==> config.mk <==
export PLATFORM = sky130hd
export DESIGN_NAME = rdma_remap
export DESIGN_NICKNAME = d
export VERILOG_FILES = /design/src/rtl/rdma_remap.sv
export SDC_FILE = /design/constraint.sdc
export NUM_CORES = 1
export LEC_CHECK = 0
export BUFFER_PORTS_ARGS = -buffer_cell sky130_fd_sc_hd__buf_2
export CAP_MARGIN = 20
export CELL_PAD_IN_SITES_DETAIL_PLACEMENT = 0
export CELL_PAD_IN_SITES_GLOBAL_PLACEMENT = 1
export CORE_ASPECT_RATIO = 0.8
export CORE_MARGIN = 2
export CORE_UTILIZATION = 25
export CTS_CLUSTER_SIZE = 10
export DETAILED_ROUTE_END_ITERATION = 16
export GPL_TIMING_DRIVEN = 0
export PLACE_DENSITY_LB_ADDON = 0.05
export RECOVER_POWER = 50
export SYNTH_ARGS = -nofsm -noshare
export SYNTH_HDL_FRONTEND = slang
export SYNTH_SLANG_ARGS = --single-unit
==> constraint.sdc <==
create_clock -name clk -period 39.8 [get_ports clk]
set_input_delay 7.96 -clock clk [delete_from_list [all_inputs] [get_ports clk]]
set_output_delay 7.96 -clock clk [all_outputs]
set_load 0.02 [all_outputs]
==> src/rtl/rdma_remap.sv <==
// RDMA local-to-remote address remapper: NUM_WIN programmable windows, lowest index wins,
// default rule XORs DEFAULT_XOR on a miss. Optional hit/miss counters under REMAP_STATS_EN.

module rdma_remap_win #(
    parameter int ADDR_W = 32
) (
    input  logic              clk,
    input  logic              rst,
    input  logic              wr,
    input  logic              cfg_en,
    input  logic [ADDR_W-1:0] cfg_base,
    input  logic [ADDR_W-1:0] cfg_mask,
    input  logic [ADDR_W-1:0] cfg_xlat,
    input  logic [ADDR_W-1:0] addr,
    output logic              match,
    output logic [ADDR_W-1:0] xlat_addr
);
    logic              en;
    logic [ADDR_W-1:0] base;
    logic [ADDR_W-1:0] mask;
    logic [ADDR_W-1:0] xlat;

    // Only the enable needs clearing; base/mask/xlat are don't-care while disabled.
    always_ff @(posedge clk) begin
        if (rst) begin
            en <= 1'b0;
        end else if (wr) begin
            en <= cfg_en;
        end
    end

    always_ff @(posedge clk) begin
        if (!rst && wr) begin
            base <= cfg_base;
            mask <= cfg_mask;
            xlat <= cfg_xlat;
        end
    end

    assign match     = en && ((addr & mask) == (base & mask));
    assign xlat_addr = (xlat & mask) | (addr & ~mask);
endmodule

module rdma_remap #(
    parameter int              ADDR_W      = 32,
    parameter int              NUM_WIN     = 4,
    parameter logic [ADDR_W-1:0] DEFAULT_XOR = 32'h8000_0000,
    localparam int             IDX_W       = (NUM_WIN > 1) ? $clog2(NUM_WIN) : 1
) (
    input  logic              clk,
    input  logic              rst,
    input  logic [ADDR_W-1:0] local_addr,
    input  logic              in_valid,
    output logic [ADDR_W-1:0] remote_addr,
    output logic              out_valid,
    output logic              hit,
    input  logic              cfg_we,
    input  logic [IDX_W-1:0]  cfg_idx,
    input  logic              cfg_en,
    input  logic [ADDR_W-1:0] cfg_base,
    input  logic [ADDR_W-1:0] cfg_mask,
`ifdef REMAP_STATS_EN
    input  logic [ADDR_W-1:0] cfg_xlat,
    output logic [31:0]       hit_cnt,
    output logic [31:0]       miss_cnt
`else
    input  logic [ADDR_W-1:0] cfg_xlat
`endif
);
    typedef struct packed {
        logic              hit;
        logic [ADDR_W-1:0] addr;
    } resp_t;

    logic [NUM_WIN-1:0]             win_match;
    logic [NUM_WIN-1:0][ADDR_W-1:0] win_addr;
    resp_t                          lk;
    resp_t                          resp_q;
    logic                           vld_q;

    // Indices >= NUM_WIN never equal any instance index, so such writes are dropped.
    for (genvar g = 0; g < NUM_WIN; g++) begin : g_win
        rdma_remap_win #(.ADDR_W(ADDR_W)) u_win (
            .clk       (clk),
            .rst       (rst),
            .wr        (cfg_we && (cfg_idx == IDX_W'(g))),
            .cfg_en    (cfg_en),
            .cfg_base  (cfg_base),
            .cfg_mask  (cfg_mask),
            .cfg_xlat  (cfg_xlat),
            .addr      (local_addr),
            .match     (win_match[g]),
            .xlat_addr (win_addr[g])
        );
    end

    // Walk from highest to lowest so the lowest matching index is the last to assign.
    always_comb begin
        lk.hit  = 1'b0;
        lk.addr = local_addr ^ DEFAULT_XOR;
        for (int i = NUM_WIN - 1; i >= 0; i--) begin
            if (win_match[i]) begin
                lk.hit  = 1'b1;
                lk.addr = win_addr[i];
            end
        end
    end

    always_ff @(posedge clk) begin
        if (rst) begin
            resp_q <= '0;
            vld_q  <= 1'b0;
        end else begin
            vld_q <= in_valid;
            if (in_valid) begin
                resp_q <= lk;
            end
        end
    end

    assign remote_addr = resp_q.addr;
    assign hit         = resp_q.hit;
    assign out_valid   = vld_q;

`ifdef REMAP_STATS_EN
    always_ff @(posedge clk) begin
        if (rst) begin
            hit_cnt  <= '0;
            miss_cnt <= '0;
        end else if (in_valid) begin
            if (lk.hit && (hit_cnt != 32'hFFFF_FFFF)) begin
                hit_cnt <= hit_cnt + 32'd1;
            end
            if (!lk.hit && (miss_cnt != 32'hFFFF_FFFF)) begin
                miss_cnt <= miss_cnt + 32'd1;
            end
        end
    end
`endif
endmodule

==> run metrics, run 1 <==
routed length per instance=32.99 microns; number of levels in the clock H-tree=2; arrival time worst endpoint=11620 ps; post-placement cell count=2312; clock-pin slew on the worst setup and hold paths=50 ps; worst ir drop on vdd=0.02596 mV; Power per Cell Area=47.40 nW/um^2; initial core utilization=25.19%; Placed Area=20480 sq um; slack of the worst reg-to-reg path=35840 ps; unrepaired setup endpoints after global routing=false; count of fill cells added during filler insertion=7297; slew of the pin with the lowest slew margin=1882 ps; post-CTS setup buffers=0; Cell Area, Synth=18140 sq um; crit path time final=11150 ps; floorplan core area=72010 sq um; number of cell instances on the worst register-to-register path=8; classification of the worst-slack hold path=flip-flop to flip-flop; CTS buffer count=50; element type at the critical path end=flip-flop; number of cells upsized or downsized after cts=0; Critical R2R Capture=remote_addr[21]$_SDFFE_PP0P_; antenna violations before repair=7; Worst setup SP type=input port; library cell used as clock root buffer=sky130_fd_sc_hd__clkbuf_16; count of warnings emitted by yosys=0; launch point of the worst hold path=remote_addr[3]$_SDFFE_PP0P_; post-route design area=21830 sq um; leading cell types in the layout, fill and taps excluded=sky130_fd_sc_hd__edfxtp_1 (384), sky130_fd_sc_hd__clkbuf_1 (175), sky130_fd_sc_hd__xor2_1 (128); status=finished, violations left; count of routing violations after the opening detailed-route iteration=1360; Max Cap Violations=1; Worst-Skew Late Latency=600 ps; leak pwr=7.073 nW; highest net fanout along the worst path=10; portion of the clock cycle consumed by the worst path in the final layout=28.01%; IO Count=169; cell depth of the worst min-delay path=2; multi-input gate area in the final layout=5454 sq um; final wirelength=79.24 mm; global route total overflow=0; Synth Area per Inst=15.21 sq um; Core Rows=88; routed vias/inst=5.063; wire length of the first global-routing pass=105.4 mm; placed wire-length estimate after detailed placement=59.13 mm; CTS tree=built; buffers added on ports=135; Synth async-reset ratio=0%; most common cell after layout, fill and taps aside=sky130_fd_sc_hd__edfxtp_1; proportion of layout cells with a drive suffix above 1=20.05%; final core occ=30.32%; via count of the first global-routing pass=12050; max-slew violations=10; required time at the endpoint of the critical path=40270 ps; final net count=1554; Most used DFF post-synth=sky130_fd_sc_hd__edfxtp_1; drt drc=0; post-route ant nets=0; count of final hold-check violations=0; count of flip-flops with a built-in enable after synthesis=384; #FFs+latches synth=422; Max stage delay on crit path=740 ps; Hold Path End=remote_addr[3]$_SDFFE_PP0P_; violations in the final reports=capacitance limit, slew limit; die outline width=305.2 microns; series of cell instances along the critical path=buf_2, xor2_1, a22oi_1, nand4_1, nor3_2, nand2_1, clkbuf_1, o21ai_0, o32ai_2; Slew Limit Headroom=-27.19%; setup_tns=0 ps; CTS hold repair buffers=0; Total Routing Usage GR=20.78%; worst r2r src=g_win[0].u_win.base[29]$_DFFE_PP_; via count=12162; placement-stage worst setup slack=28020 ps; largest buffer count on any clock path=3; maximum number of pins on one net before global-route repair=38; worst setup slack after layout=28650 ps; clk_skew=18.36 ps; crit path max-delay cell type=sky130_fd_sc_hd__a22oi_1; Die Y=244.9 microns; area growth from synthesis to layout=20.37%; sequential-to-total area share from yosys stat=67.76%; synthesized netlist cell count=1193; fmax=0.08971 GHz; critical path class=input port to flip-flop; DR pass1 iterations=7; number of different library cells in the post-synthesis netlist=56; GPL Wtd Cong=0.8370; final setup vio count=0; area occupied by registers=12290 sq um; clock sink count=422; Die Footprint=74740 sq um; net count of the mapped netlist=1328; Final Non-Filler Cells=2402
-- synth_stat cells, types with 2 or more instances --
master                      count  area, sq um
sky130_fd_sc_hd__edfxtp_1     384        11530
sky130_fd_sc_hd__xor2_1       128         1121
sky130_fd_sc_hd__a22oi_1       76        570.6
sky130_fd_sc_hd__mux2_2        63        709.4
sky130_fd_sc_hd__nand4b_1      59        516.8
sky130_fd_sc_hd__o21ai_0       51        255.2
sky130_fd_sc_hd__clkbuf_1      44        165.2
sky130_fd_sc_hd__dfxtp_1       38        760.7
sky130_fd_sc_hd__buf_2         31        155.2
sky130_fd_sc_hd__a21boi_0      30        225.2
sky130_fd_sc_hd__a31o_2        30        262.8
sky130_fd_sc_hd__a31oi_1       30        187.7
sky130_fd_sc_hd__o21bai_1      30        225.2
sky130_fd_sc_hd__nand4_1       23        143.9
sky130_fd_sc_hd__a21oi_1       22        110.1
sky130_fd_sc_hd__o32ai_1       21        183.9
sky130_fd_sc_hd__nand2_1       19        71.32
sky130_fd_sc_hd__nor2_1        14        52.55
sky130_fd_sc_hd__o32ai_2       10        162.7
sky130_fd_sc_hd__mux2i_1        9        90.09
sky130_fd_sc_hd__o21ai_1        9        45.04
sky130_fd_sc_hd__a21oi_2        8        70.07
sky130_fd_sc_hd__buf_6          6        67.56
sky130_fd_sc_hd__nand3_1        5        25.02
sky130_fd_sc_hd__nor3_1         4        20.02
sky130_fd_sc_hd__a211oi_1       3        22.52
sky130_fd_sc_hd__a221oi_1       3        26.28
sky130_fd_sc_hd__a222oi_1       3        30.03
sky130_fd_sc_hd__a22o_1         3        26.28
sky130_fd_sc_hd__or2_2          3        18.77
sky130_fd_sc_hd__or3_1          3        18.77
sky130_fd_sc_hd__a2111oi_0      2        17.52
sky130_fd_sc_hd__a211oi_2       2        25.02
sky130_fd_sc_hd__inv_1          2        7.510
sky130_fd_sc_hd__nor3_2         2        20.02
sky130_fd_sc_hd__nor4bb_1       2        20.02
sky130_fd_sc_hd__o211ai_1       2        15.01
-- worst max-delay path by stage --
| stage | to | from | cells past startpoint | slack, ps |
|---|---|---|---|---|
| 2_1_floorplan | g_win[0].u_win.base[0]$_DFFE_PP_ | rst | 2 | 20980 |
| 3_3_place_gp | g_win[0].u_win.xlat[5]$_DFFE_PP_ | rst | 3 | 10590 |
| 3_5_place_dp | remote_addr[21]$_SDFFE_PP0P_ | local_addr[29] | 9 | 28020 |
| 4_1_cts | remote_addr[20]$_SDFFE_PP0P_ | local_addr[29] | 9 | 28650 |
| 5_1_grt | remote_addr[25]$_SDFFE_PP0P_ | local_addr[29] | 9 | 28580 |
| 6_report | remote_addr[21]$_SDFFE_PP0P_ | local_addr[29] | 9 | 28650 |
-- registers in the layout (all words and copies together), names as in the netlist --
name	count
g_win.u_win.base	128
g_win.u_win.mask	128
g_win.u_win.xlat	128
remote_addr	32
g_win.u_win.en	4
hit	1
out_valid	1
-- stage by stage --
stage          hold WS (ps)  power, mW
2_1_floorplan         460.0     0.5578
6_report              523.0      1.035
3_5_place_dp          515.5     0.6044
4_1_cts               522.9      1.049
5_1_grt               542.3      1.067
3_3_place_gp          519.5     0.6062
-- area by class of cell --
| cell class | instances | share of cell area, % |
|---|---|---|
| flip-flops and latches | 422 | 56.29 |
| repair buffers | 174 | 4.424 |
| clock inverters | 2 | 0.1604 |
| multi-input cells | 686 | 24.98 |
| plain buffers | 83 | 1.885 |
| inverters | 2 | 0.03438 |
| diodes | 1 | 0.01146 |
| clock buffers | 87 | 6.796 |
| well taps | 945 | 5.415 |
-- worst max-delay path, delay by kind of cell --
kind            cells  cell delay, ps
compound gates      3            1250
xor+xnor            1             180
buf+inv             2             720
simple gates        3            1490
-- layer usage --
layer / share of wire [%] / global-route usage (%)
met1: 49 / 30.89
met2: 44 / 31.59
met3: 5.5 / 3.272
met4: 1.8 / 4.810
met5: 0.014 / 0
-- where the power goes --
part	leakage (nW)	internal, mW	switching (mW)
Combinational	2.54	0.0266	0.0548
Sequential	3.80	0.500	0.0116
Clock	0.729	0.256	0.185
-- logic make-up (layout without fill, tap and decap cells) --
group / Yosys count / in the layout / share of synthesized area (%)
flip-flops: 422 / 422 / 67.76
AO/OA/AOI/OAI: 343 / 343 / 13.97
buffers and inverters: 85 / 348 / 2.311
multiplexers: 72 / 72 / 4.408
AND/OR/NAND/NOR: 143 / 143 / 5.366
XOR/XNOR: 128 / 128 / 6.180
other: 0 / 1 / 0
Power figures use the tool's default switching activity.
==> run 2, diff against run 1 <==
Settings changed: ABC_AREA set to 1.
Clock period 39.8 ns to 10.3 ns, I/O delays scaled along.
==> run 2 against run 1 <==
Against the previous run:
- the run still ends with capacitance limit, slew limit left
- clock skew up 11 ps
- register-to-register slack worse by 29000 ps
- combinational power grew to 3.3 times the previous value
- sequential power grew to 3.8 times the previous value
- worst hold slack got worse by 58 ps
- via count increased by 12%
- non-clock buffer count fell by 22
- critical path type unchanged
- global-route usage down 2.5 points
- highest routed layer unchanged
==> run metrics, run 2 <==
unrepaired setup endpoints after global routing=false; worst ir drop on vdd=0.08803 mV (+240%); series of cell instances along the critical path=clkbuf_1, nor2_1, clkbuf_1; proportion of layout cells with a drive suffix above 1=12.51% (-7.5 points); total power consumption of the routed design=3.947 mW (+280%); initial core utilization=25.17% (-0.025 points); GPL Wtd Cong=0.7625 (-8.9%); post-CTS setup buffers=0 (unchanged); Power per Cell Area=177.2 nW/um^2 (+270%); classification of the worst-slack hold path=flip-flop to flip-flop; via count=13620 (+12%); buffers plus inverters on the worst setup path=2 (unchanged); crit path time final=4460 ps; Top Family by Delay on Critical Path=buffers and inverters; library cell used as clock root buffer=sky130_fd_sc_hd__clkbuf_16; clock-pin slew on the worst setup and hold paths=60 ps (about the same); critical path class=input port to flip-flop; Slew Limit Headroom=-15.50% (+12 points); status=finished, violations left; Worst-Skew Late Latency=600 ps (about the same); max-slew violations=42 (+32); CTS tree=built; Max Cap Violations=2 (+1); leading cell type by number of instances after synthesis=sky130_fd_sc_hd__nand2_1; number of levels in the clock H-tree=2 (unchanged); clock sink count=422 (unchanged); drt drc=0 (unchanged); area growth from synthesis to layout=20.65%; fmax=0.2242 GHz; antenna violations before repair=7 (unchanged); die outline width=307.9 microns (+0.89%); Die Footprint=76070 sq um (+1.8%); placed wire-length estimate after detailed placement=51.00 mm (-14%); DR pass1 iterations=7 (unchanged); IO Count=169 (unchanged); Total Routing Usage GR=18.26% (-2.5 points); most frequent cell on the critical path=sky130_fd_sc_hd__clkbuf_1; crit path max-delay cell type=sky130_fd_sc_hd__clkbuf_1; global route total overflow=0 (unchanged); Max stage delay on crit path=1310 ps (+570 ps); Core Rows=89 (+1.1%); fraction of post-synthesis cell area in the top cell type by area=62.44% (-1.1 points); slew of the pin with the lowest slew margin=1733 ps (-149.7 ps); count of fill cells added during filler insertion=7607 (+4.2%); final net count=2118 (+36%); final wirelength=69.75 mm (-12%); highest net fanout along the worst path=26 (+16); count of routing violations after the opening detailed-route iteration=1134 (-17%); biggest registers after layout=g_win.u_win.base: 128 flops, g_win.u_win.mask: 128 flops, g_win.u_win.xlat: 128 flops; post-route design area=22280 sq um (+2.0%); number of cells upsized or downsized after cts=0 (unchanged); routed length per instance=23.39 microns (-29%); Die Y=247.1 microns (+0.89%); clk_skew=29.17 ps (+10.81 ps); element type at the critical path end=flip-flop; most frequent cells after synthesis=sky130_fd_sc_hd__nand2_1 (411), sky130_fd_sc_hd__edfxtp_1 (384), sky130_fd_sc_hd__nor2_1 (195), sky130_fd_sc_hd__a21oi_1 (158), sky130_fd_sc_hd__o21ai_0 (116); violations in the final reports=capacitance limit, slew limit; leading cell types in the layout, fill and taps excluded=sky130_fd_sc_hd__nand2_1 (411), sky130_fd_sc_hd__edfxtp_1 (384), sky130_fd_sc_hd__nor2_1 (193); routed vias/inst=4.567 (-9.8%); post-route ant nets=0 (unchanged); count of flip-flops with a built-in enable after synthesis=384 (unchanged); setup_tns=0 ps (unchanged); final setup vio count=0 (unchanged); floorplan core area=73380 sq um (+1.9%); number of different library cells in the post-synthesis netlist=35 (-38%); count of final hold-check violations=0 (unchanged); synthesized netlist cell count=1754 (+47%); Synth Area per Inst=10.53 sq um (-31%); CTS hold repair buffers=0 (unchanged); portion of the clock cycle consumed by the worst path in the final layout=43.30%; CTS buffer count=51 (+2.0%); required time at the endpoint of the critical path=10490 ps (-29780 ps); sequential-to-total area share from yosys stat=66.56% (-1.2 points); buffers added on ports=156 (+16%); #FFs+latches synth=422 (unchanged); Synth async-reset ratio=0% (unchanged); cells taking the most area after synthesis=sky130_fd_sc_hd__edfxtp_1 (62%), sky130_fd_sc_hd__nand2_1 (8.4%), sky130_fd_sc_hd__a21oi_1 (4.3%); maximum number of pins on one net before global-route repair=27 (-29%); Cell Area, Synth=18470 sq um (+1.8%); most common cell after layout, fill and taps aside=sky130_fd_sc_hd__nand2_1; largest buffer count on any clock path=3 (unchanged); arrival time worst endpoint=4650 ps (-6970 ps); Worst setup SP type=input port; Placed Area=20880 sq um (+2.0%); Most used DFF post-synth=sky130_fd_sc_hd__edfxtp_1; count of warnings emitted by yosys=0 (unchanged); leak pwr=8.252 nW (+17%); cell type with the highest aggregate area in the netlist=sky130_fd_sc_hd__edfxtp_1; post-placement cell count=2885 (+25%); Final Non-Filler Cells=2982 (+24%); via count of the first global-routing pass=13134 (+9.0%); wire length of the first global-routing pass=97.37 mm (-7.6%); net count of the mapped netlist=1889 (+42%)
## run 2: cell count changes after synthesis, sizes merged, moves of 32 or more
cell,change
nand2,+393
nor2,+201
a21oi,+147
xor2,-127
inv,+102
nand3,+94
a22oi,-77
o21ai,+64
mux2,-63
nand4b,-59
nand4,+56
clkbuf,-32
## run 2: cell type report
class | count | area, sq um | share of cell area (%)
diodes | 4 | 10.01 | 0.04492
repair buffers | 176 | 1051 | 4.717
multi-input cells | 1169 | 5450 | 24.46
plain buffers | 59 | 350.3 | 1.572
flip-flops and latches | 422 | 12290 | 55.17
clock buffers | 87 | 1473 | 6.609
clock inverters | 6 | 70.07 | 0.3145
inverters | 104 | 390.4 | 1.752
well taps | 955 | 1195 | 5.363
## run 2: per-stage QoR
stage,worst slack [ps],hold WS (ps),utilization (%)
after detailed placement,5284,456.9,28.45
after floorplan,3390,436.8,-
after global placement,-1094,452.4,27.86
after CTS,5939,466.6,30.56
after global routing,5515,487.3,30.35
final,5840,464.8,30.36
## run 2: report_power, final
part	internal [mW]	switching (mW)	total [mW]
Clock	0.990	0.730	1.72
Combinational	0.0768	0.194	0.271
Sequential	1.93	0.0264	1.96
Total	3.00	0.950	3.95
## run 2: path summary, 6_finish.rpt
path / depth (start not counted) / start / to / slack [ps]
max: 3 / rst / g_win[0].u_win.mask[15]$_DFFE_PP_ / 5840
min: 2 / remote_addr[2]$_SDFFE_PP0P_ / remote_addr[2]$_SDFFE_PP0P_ / 460
max reg2reg: 10 / g_win[0].u_win.mask[27]$_DFFE_PP_ / remote_addr[7]$_SDFFE_PP0P_ / 7280
min reg2reg: 2 / remote_addr[2]$_SDFFE_PP0P_ / remote_addr[2]$_SDFFE_PP0P_ / 460
## run 2: layer usage
metal / track usage [%] / vias to the layer above / routed length [microns]
met5: 0 / - / 46
met4: 5.265 / 8 / 1811
met3: 3.137 / 123 / 3753
met2: 28.02 / 363 / 30390
met1: 26.28 / 6491 / 33750
li1: - / 6635 / -
## run 2: kinds of logic (layout without fill, tap and decap cells)
| group | Yosys count | in the layout | share of synthesized area, % |
|---|---|---|---|
| buf+inv | 163 | 432 | 4.011 |
| simple gates | 852 | 852 | 20.26 |
| compound gates | 316 | 316 | 9.119 |
| flops | 422 | 422 | 66.56 |
| other cells | 0 | 4 | 0 |
| xor+xnor | 1 | 1 | 0.04743 |
## run 2: worst min-delay path, cell delays in order (launching register included)
cell and delay (ps):
sky130_fd_sc_hd__dfxtp_1 310, sky130_fd_sc_hd__nand2_1 60, sky130_fd_sc_hd__a21oi_1 50
